<file path="config.mk">
export PLATFORM = sky130hd
export DESIGN_NAME = flush_unit
export DESIGN_NICKNAME = d
export VERILOG_FILES = /design/src/rtl/flush_unit.sv
export SDC_FILE = /design/constraint.sdc
export NUM_CORES = 1
export LEC_CHECK = 0
export ABC_CLOCK_PERIOD_IN_PS = 5700
export CORE_ASPECT_RATIO = 1.2
export CORE_MARGIN = 1.5
export CORE_UTILIZATION = 41
export DETAILED_ROUTE_END_ITERATION = 6
export PLACE_DENSITY = 0.95
export SYNTH_ARGS = -nofsm -noshare
export SYNTH_HDL_FRONTEND = slang
export SYNTH_SLANG_ARGS = --single-unit
</file>
<file path="constraint.sdc">
create_clock -name clk -period 5.7 [get_ports clk]
set_input_delay 1.14 -clock clk [delete_from_list [all_inputs] [get_ports clk]]
set_output_delay 1.14 -clock clk [all_outputs]
set_load 0.005 [all_outputs]
</file>
<file path="src/rtl/flush_unit.sv">
// Flush sequencer for the ROB-to-flush interface: it takes one flush request at retire, then
// runs kill, rename-map restore and fetch redirect in that order.
module flush_unit #(
  parameter int unsigned     XLEN          = 32,
  parameter int unsigned     NUM_ARCH_REGS = 32,
  parameter int unsigned     ARCH_IDX_W    = 5,
  parameter int unsigned     PHYS_IDX_W    = 6,
  parameter int unsigned     ROB_IDX_W     = 5,
  parameter int unsigned     RESTORE_WIDTH = 4,
  parameter logic [XLEN-1:0] TRAP_VECTOR   = 32'h0000_0100
) (
  input  logic                              clk,
  input  logic                              rst,
  input  logic                              flush_req_valid,
  output logic                              flush_req_ready,
  input  logic [1:0]                        flush_req_cause,
  input  logic [XLEN-1:0]                   flush_req_pc,
  input  logic [ROB_IDX_W-1:0]              flush_req_rob_idx,
  output logic                              flush_o,
  output logic                              freelist_restore_o,
  output logic [RESTORE_WIDTH*ARCH_IDX_W-1:0] amt_rd_idx,
  input  logic [RESTORE_WIDTH*PHYS_IDX_W-1:0] amt_rd_data,
  output logic [RESTORE_WIDTH-1:0]          rat_wr_en,
  output logic [RESTORE_WIDTH*ARCH_IDX_W-1:0] rat_wr_idx,
  output logic [RESTORE_WIDTH*PHYS_IDX_W-1:0] rat_wr_data,
  output logic                              redirect_valid,
  input  logic                              redirect_ready,
  output logic [XLEN-1:0]                   redirect_pc,
  output logic [1:0]                        flush_cause_o,
  output logic                              busy,
  output logic [15:0]                       flush_count
);

  localparam int unsigned NumGroups = NUM_ARCH_REGS / RESTORE_WIDTH;
  localparam int unsigned CntW      = (NumGroups > 1) ? $clog2(NumGroups) : 1;
  localparam logic [1:0]  CauseExc  = 2'b01;

  typedef enum logic [1:0] {StIdle, StKill, StRestore, StRedirect} state_e;

  state_e               state_q, state_d;
  logic [CntW-1:0]      cnt_q, cnt_d;
  logic [1:0]           cause_q;
  logic [XLEN-1:0]      pc_q;
  logic [ROB_IDX_W-1:0] rob_idx_q;
  logic [15:0]          flush_count_q;
  logic                 accept;

  assign flush_req_ready = (state_q == StIdle);
  assign accept          = flush_req_valid && flush_req_ready;

  always_ff @(posedge clk or negedge rst) begin
    if (!rst) begin
      state_q       <= StIdle;
      cnt_q         <= '0;
      cause_q       <= '0;
      pc_q          <= '0;
      rob_idx_q     <= '0;
      flush_count_q <= '0;
    end else begin
      state_q <= state_d;
      cnt_q   <= cnt_d;
      if (accept) begin
        cause_q   <= flush_req_cause;
        pc_q      <= flush_req_pc;
        rob_idx_q <= flush_req_rob_idx;
        if (flush_count_q != 16'hFFFF) flush_count_q <= flush_count_q + 16'd1;
      end
    end
  end

  always_comb begin
    state_d = state_q;
    cnt_d   = cnt_q;
    unique case (state_q)
      StIdle: begin
        if (accept) state_d = StKill;
      end
      StKill: begin
        cnt_d   = '0;
        state_d = StRestore;
      end
      StRestore: begin
        if (cnt_q == CntW'(NumGroups - 1)) begin
          cnt_d   = '0;
          state_d = StRedirect;
        end else begin
          cnt_d = cnt_q + 1'b1;
        end
      end
      StRedirect: begin
        if (redirect_ready) state_d = StIdle;
      end
      default: state_d = StIdle;
    endcase
  end

  // Lane k of group g restores architectural register g*RESTORE_WIDTH+k.
  always_comb begin
    amt_rd_idx = '0;
    if (state_q == StRestore) begin
      for (int k = 0; k < int'(RESTORE_WIDTH); k++) begin
        amt_rd_idx[k*ARCH_IDX_W +: ARCH_IDX_W] =
          ARCH_IDX_W'(int'(cnt_q) * int'(RESTORE_WIDTH) + k);
      end
    end
  end

  always_comb begin
    rat_wr_en   = '0;
    rat_wr_idx  = '0;
    rat_wr_data = '0;
    if (state_q == StRestore) begin
      rat_wr_en   = '1;
      rat_wr_idx  = amt_rd_idx;
      rat_wr_data = amt_rd_data;
    end
  end

  always_comb begin
    redirect_pc = '0;
    if (state_q == StRedirect) begin
      // Reserved cause 11 falls through to the latched PC like a mispredict.
      redirect_pc = (cause_q == CauseExc) ? TRAP_VECTOR : pc_q;
    end
  end

  assign flush_o            = (state_q == StKill);
  assign freelist_restore_o = (state_q == StKill);
  assign redirect_valid     = (state_q == StRedirect);
  assign flush_cause_o      = cause_q;
  assign busy               = (state_q != StIdle);
  assign flush_count        = flush_count_q;

endmodule

</file>
==> results of run 1 <==
## worst min path at each step
stage                          end  depth (start not counted)  slack [ns]      from
after floorplan            pc_q[0]                          2        0.44   pc_q[0]
after global placement     pc_q[7]                          2        0.45   pc_q[7]
after detailed placement  pc_q[31]                          2        0.45  pc_q[31]
after CTS                  pc_q[1]                          2        0.48   pc_q[1]
after global routing      pc_q[11]                          2        0.49  pc_q[11]
final                      pc_q[1]                          2        0.47   pc_q[1]
## worst reg2reg max path, delay by kind of cell (launching register included)
kind / cells / cell delay (ns)
compound gates: 3 / 0.34
fa+ha+maj: 1 / 0.85
buf+inv: 1 / 0.11
flops: 1 / 0.42
simple gates: 1 / 0.35
## power by group through the flow
| stage | combinational, µW | clock, µW | sequential, µW |
|---|---|---|---|
| 3_3_place_gp | 881 | 0 | 626 |
| 2_1_floorplan | 480 | 0 | 616 |
| 6_report | 908 | 231 | 631 |
| 5_1_grt | 1000 | 258 | 651 |
| 4_1_cts | 922 | 241 | 630 |
| 3_5_place_dp | 917 | 0 | 640 |
## sequential cells by signal (all words and copies together), names as in the netlist
name,count
cnt_q,3
pc_q,32
flush_count,16
state_q,2
flush_cause_o,2
## per-stage QoR
step                      instances  utilization  power [µW]
after floorplan                 370            -        1096
after global placement          586       0.6199        1507
after detailed placement        586       0.6199        1557
after CTS                       594       0.6325        1793
after global routing            594       0.6325        1914
final                           594       0.6325        1770
## kinds of logic after synthesis
| family | Yosys count | share of synthesized area |
|---|---|---|
| compound gates | 28 | 0.05470 |
| xor+xnor | 5 | 0.01378 |
| mux | 4 | 0.01456 |
| other cells | 1 | 0.001180 |
| simple gates | 197 | 0.3227 |
| flops | 55 | 0.4329 |
| buf+inv | 66 | 0.1326 |
| fa+ha+maj | 7 | 0.02755 |
## cells in the mapped netlist, drive strengths merged
cell,number
a21boi,1
a21oi,8
a221oi,1
a31oi,5
a41oi,2
and2,62
and3,4
and4,4
buf,47
clkbuf,9
conb,1
dfrtp,55
ha,7
inv,10
mux2,2
mux2i,2
nand2,108
nand3,7
nand4,5
nor2,2
nor2b,3
nor3,1
nor4,1
o211ai,2
o21a,2
o21ai,7
xnor2,3
xor2,2
## layout make-up
| class | instances | area (µm²) |
|---|---|---|
| Tap cell | 92 | 115.1 |
| Timing Repair Buffer | 180 | 1787 |
| Sequential cell | 55 | 1376 |
| Multi-Input combinational cell | 249 | 1408 |
| Fill cell | 634 | 2800 |
| Clock buffer | 5 | 68.82 |
| Inverter | 10 | 37.54 |
| Clock inverter | 3 | 27.53 |
## per-layer routing
| layer | vias to the layer above | part of all wire | GRT usage |
|---|---|---|---|
| met3 | 15 | 0.056 | 0.03651 |
| met4 | 0 | 0.020 | 0.06154 |
| li1 | 1377 | - | - |
| met1 | 1324 | 0.41 | 0.2383 |
| met5 | - | 0 | 0 |
| met2 | 100 | 0.51 | 0.3621 |
==> impl_metrics.py, run 1 <==
metrics = {
    "critical_path": {
        "slowest_stage": "ha_1",
        "worstPathArrival_ns": 2.64,
        "cp_num_cells": 4,
        "timing.rr.start": "state_q[0]",
        "rr_endpoint": "state_q[0]",
        "worstPathRequired_ns": 4.56,
        "path_buf_inv": 2,
        "startpoint": "state_q[0]",
        "max_stage_delay_ns": 0.85,
        "path_max_fanout": 42,
        "worstPathCellList": "inv_1 -> ha_1 -> and2_1 -> clkdlybuf4s50_1",
        "critPathCapture": "amt_rd_idx[18]",
        "critPathLaunchType": "flop",
        "ff2ff_setup_slack_ns": 3.52,
        "crit_family": "adder cells",
        "endpoint_kind": "output pin",
        "rr_worst_depth": 6,
        "path_class": "flop to output pin",
    },
    "placed_design": {
        "gp_congestion": 0.7957,
        "place_ws_ns": 2.218,
        "hpwl_mm": 6.071,
        "port-buffer-count": 176,
        "place_area_mm2": 0.004723,
    },
    "power_and_ir_drop": {
        "combPwrFrac": 0.513,
        "swShare": 0.3562,
        "pwr_density_cell_mw_per_mm2": 367.2,
        "p_int_uw": 1140,
        "p_leak_uw": 0.002218,
        "switching_power_uw": 630.4,
        "power_frac_seq": 0.356,
        "ir_drop_mv": 0.1899,
        "clockPowerShare": 0.130,
    },
    "timing": {
        "hold_viol": 0,
        "setup_viol": 0,
        "final.setup.tns_ns": 0,
        "max_freq_ghz": 0.2646,
        "max_slew.worst_pin.slew_ns": 1.035,
        "rsz0062_at_grt": "no",
        "fin_ws_ns": 1.921,
        "post-route-period-util": 0.6630,
        "period_needed_ns": 3.779,
        "hold_ws_ns": 0.4729,
        "finClkSkew_ns": 0.01066,
        "drv_slew": 0,
        "slew_headroom": 0.3100,
    },
    "detailed_routing": {
        "drc": 0,
        "drtPass1Iterations": 6,
        "wl_per_cell_um": 13.84,
        "wl_mm": 8.222,
        "ant_nets": 0,
        "drt_iter0_markers": 64,
        "viasPerCell": 4.741,
        "vias": 2816,
    },
    "floorplan": {
        "io_pins": 190,
        "die_x_um": 83.39,
        "dieArea_mm2": 0.008294,
        "die_h_um": 99.47,
        "rows": 35,
        "coreArea_mm2": 0.007620,
        "initial_core_util": 0.4172,
    },
    "yosys": {
        "synth_area_mm2": 0.003179,
        "synth_area_per_cell_um2": 8.758,
        "synthCells": 363,
        "synth.distinct_cells": 39,
        "synth_area_leaders": "dfrtp_1 43%, nand2_1 13%, and2_1 12%, buf_4 9.7%, ha_1 2.8%",
        "synth_seq_cells": 55,
        "synth_top_area_share": 0.4329,
        "ys_seq_area_frac": 0.4329,
        "synth_largest_area_cell": "dfrtp_1",
        "ys_warn_count": 0,
    },
    "cts": {
        "holdBufCountCts": 0,
        "cts_resized": 0,
        "root_buffer": "clkbuf_8",
        "clk_path_buf_depth": 2,
        "clkTransAtPathRegs_ns": 0.10,
        "post_cts_buffers": 0,
        "cts_sinks": 55,
        "cts_tree": "built",
        "clkLatencyLatePin_ns": 0.31,
        "numCtsBuffers": 5,
        "cts_htree_levels": 2,
    },
    "grt": {
        "grt-ovfl-total": 0,
        "grt_pass1_vias": 2850,
        "grt_pass1_wl_mm": 13.63,
        "grt_usage": 0.1988,
        "grt_max_degree": 56,
        "antenna_found_initial": 0,
    },
    "layout": {
        "area_growth_pct": 51.59,
        "drive_gt1_frac": 0.05777,
        "final_common_cell": "clkdlybuf4s50_1",
        "mostFrequentLayoutCells": "175 x clkdlybuf4s50_1, 108 x nand2_1, 61 x and2_1",
        "insertedDiodeCount": 0,
        "stdcell_area_mm2": 0.004820,
        "fin_nets": 575,
    },
    "hold_path": {
        "hold_class": "flop to flop",
    },
    "outcome": {
        "status": "complete, no violations",
    },
    "flow_run": {
        "drv_cap": 0,
    },
}
Power figures use the tool's default switching activity.
==> run 2, diff against run 1 <==
==> config.mk (replaced) <==
export PLATFORM = sky130hd
export DESIGN_NAME = flush_unit
export DESIGN_NICKNAME = d
export VERILOG_FILES = /design/src/rtl/flush_unit.sv
export SDC_FILE = /design/constraint.sdc
export NUM_CORES = 1
export LEC_CHECK = 0
export ABC_CLOCK_PERIOD_IN_PS = 3800
export CORE_ASPECT_RATIO = 1.2
export CORE_MARGIN = 1.5
export CORE_UTILIZATION = 38
export DETAILED_ROUTE_END_ITERATION = 6
export PLACE_DENSITY = 0.89
export SYNTH_ARGS = -nofsm -noshare
export SYNTH_HDL_FRONTEND = slang
export SYNTH_SLANG_ARGS = --single-unit
==> constraint.sdc (replaced) <==
create_clock -name clk -period 3.8 [get_ports clk]
set_input_delay 0.76 -clock clk [delete_from_list [all_inputs] [get_ports clk]]
set_output_delay 0.76 -clock clk [all_outputs]
set_load 0.005 [all_outputs]
==> run 2 against run 1 <==
  * Count of clock-buffer cells in the layout is 1 higher
  * First-iteration DRC count is 73% higher
  * Critical path type unchanged
  * Setup slack worse by 1.0 ns
==> impl_metrics.py, run 2 (synthesis gave the netlist of run 1 again) <==
metrics = {
    "timing": {
        "finClkSkew_ns": 0.01256,
        "hold_viol": 0,
        "post-route-period-util": 0.7639,
        "max_slew.worst_pin.slew_ns": 0.7999,
        "slew_headroom": 0.4668,
        "rsz0062_at_grt": "no",
        "setup_viol": 0,
        "drv_slew": 0,
        "final.setup.tns_ns": 0,
        "max_freq_ghz": 0.3445,
        "period_needed_ns": 2.903,
    },
    "power_and_ir_drop": {
        "clockPowerShare": 0.144,
        "ir_drop_mv": 0.2256,
        "power_frac_seq": 0.351,
        "p_leak_uw": 0.002238,
        "swShare": 0.3375,
        "switching_power_uw": 910.3,
        "p_int_uw": 1787,
        "pwr_density_cell_mw_per_mm2": 555.8,
        "combPwrFrac": 0.505,
    },
    "grt": {
        "antenna_found_initial": 0,
        "grt-ovfl-total": 0,
        "grt_max_degree": 43,
        "grt_pass1_vias": 2626,
        "grt_usage": 0.1780,
        "grt_pass1_wl_mm": 12.59,
    },
    "floorplan": {
        "coreArea_mm2": 0.008108,
        "dieArea_mm2": 0.008927,
        "die_x_um": 86.50,
        "io_pins": 190,
        "die_h_um": 103.2,
        "initial_core_util": 0.3921,
        "rows": 36,
    },
    "detailed_routing": {
        "drc": 0,
        "drt_iter0_markers": 111,
        "wl_mm": 8.087,
        "highest_layer": "met4",
        "vias": 2831,
        "wl_met2_mm": 4.194,
        "ant_nets": 0,
        "drtPass1Iterations": 4,
        "dr_wl_met3_um": 494,
        "viasPerCell": 4.734,
        "wl_per_cell_um": 13.52,
        "wl_met1_mm": 3.178,
    },
    "cts": {
        "cts_sinks": 55,
        "cts_tree": "built",
        "clkTransAtPathRegs_ns": 0.08,
        "clk_path_buf_depth": 2,
        "root_buffer": "clkbuf_8",
        "clkLatencyLatePin_ns": 0.30,
        "post_cts_buffers": 0,
        "cts_htree_levels": 2,
        "holdBufCountCts": 0,
        "cts_resized": 0,
        "numCtsBuffers": 5,
    },
    "layout": {
        "mostFrequentLayoutCells": "175 x clkdlybuf4s50_1, 108 x nand2_1, 61 x and2_1",
        "fin_nets": 576,
        "largest_register": "pc_q",
        "insertedDiodeCount": 0,
        "final_common_cell": "clkdlybuf4s50_1",
        "drive_gt1_frac": 0.05964,
        "stdcell_area_mm2": 0.004852,
        "area_growth_pct": 52.62,
        "largest_reg_flops": 32,
    },
    "flow_run": {
        "drv_cap": 0,
    },
    "critical_path": {
        "critPathLaunchType": "flop",
        "path_class": "flop to output pin",
        "endpoint_kind": "output pin",
        "worstPathCellList": "inv_1 -> ha_1 -> buf_4 -> and2_1 -> clkdlybuf4s50_1",
        "max_stage_delay_ns": 0.56,
        "worstPathRequired_ns": 3.04,
        "worstPathArrival_ns": 2.14,
        "slowest_stage": "clkdlybuf4s50_1",
        "path_max_fanout": 42,
    },
    "outcome": {
        "status": "complete, no violations",
    },
    "placed_design": {
        "port-buffer-count": 176,
        "gp_congestion": 0.8056,
        "place_area_mm2": 0.004735,
        "hpwl_mm": 6.239,
    },
    "hold_path": {
        "hold_class": "flop to flop",
    },
}
==> run 2: changes by cell type in the layout (fill, tap and decap cells not counted) <==
cell	before	now
buf_4	4	5
clkinv_2	0	1
clkinv_4	1	0
clkbuf_8	5	6
clkinvlp_4	1	0
inv_8	1	0
bufinv_16	0	1
==> run 2: final timing paths <==
| kind | startpoint | to | slack (ns) | cells past startpoint |
|---|---|---|---|---|
| max reg2reg | state_q[0] | flush_count[14] | 1.64 | 6 |
| min | pc_q[1] | pc_q[1] | 0.47 | 2 |
| max in group asynchronous | rst | pc_q[2] | 2.48 | 2 |
| min reg2reg | pc_q[1] | pc_q[1] | 0.47 | 2 |
| max | state_q[0] | rat_wr_idx[12] | 0.90 | 5 |
| min in group asynchronous | rst | pc_q[22] | 0.53 | 1 |
==> run 2: cell type report <==
class / count / area (µm²)
fillers: 712 / 3256
repair buffers: 181 / 1794
multi-input cells: 249 / 1408
flip-flops and latches: 55 / 1376
well taps: 95 / 118.9
clock buffers: 6 / 82.58
inverters: 10 / 37.54
clock inverters: 2 / 35.03
==> run 2: routing by layer <==
layer  vias up  global-route usage
met5         -                   0
met4         0             0.06948
met3        20             0.03492
met2       108              0.3269
met1      1321              0.2038
li1       1382                   -
==> run 2: power by group through the flow <==
stage	registers [µW]	clock network [µW]	logic, µW
floorplan	924	0	720
global placement	939	0	1330
detailed placement	961	0	1380
CTS	947	405	1390
global route	976	444	1500
finish	947	389	1360
==> run 2: worst max-delay path: cells and delay by family (launching register included) <==
family / cells / cell delay [ns]
buffers and inverters: 3 / 0.96
adders and majority gates: 1 / 0.16
and+or+nand+nor: 1 / 0.33
DFF: 1 / 0.41
==> run 2: metrics by stage <==
stage	util	cells	hold WS, ns	setup slack [ns]	power [µW]
finish	0.5985	598	0.4680	0.8971	2697
global placement	0.5840	590	0.4506	1.182	2267
floorplan	-	370	0.4374	1.524	1644
detailed placement	0.5840	590	0.4541	1.116	2341
global route	0.5985	598	0.4930	0.6947	2919
CTS	0.5985	598	0.4761	0.8302	2739
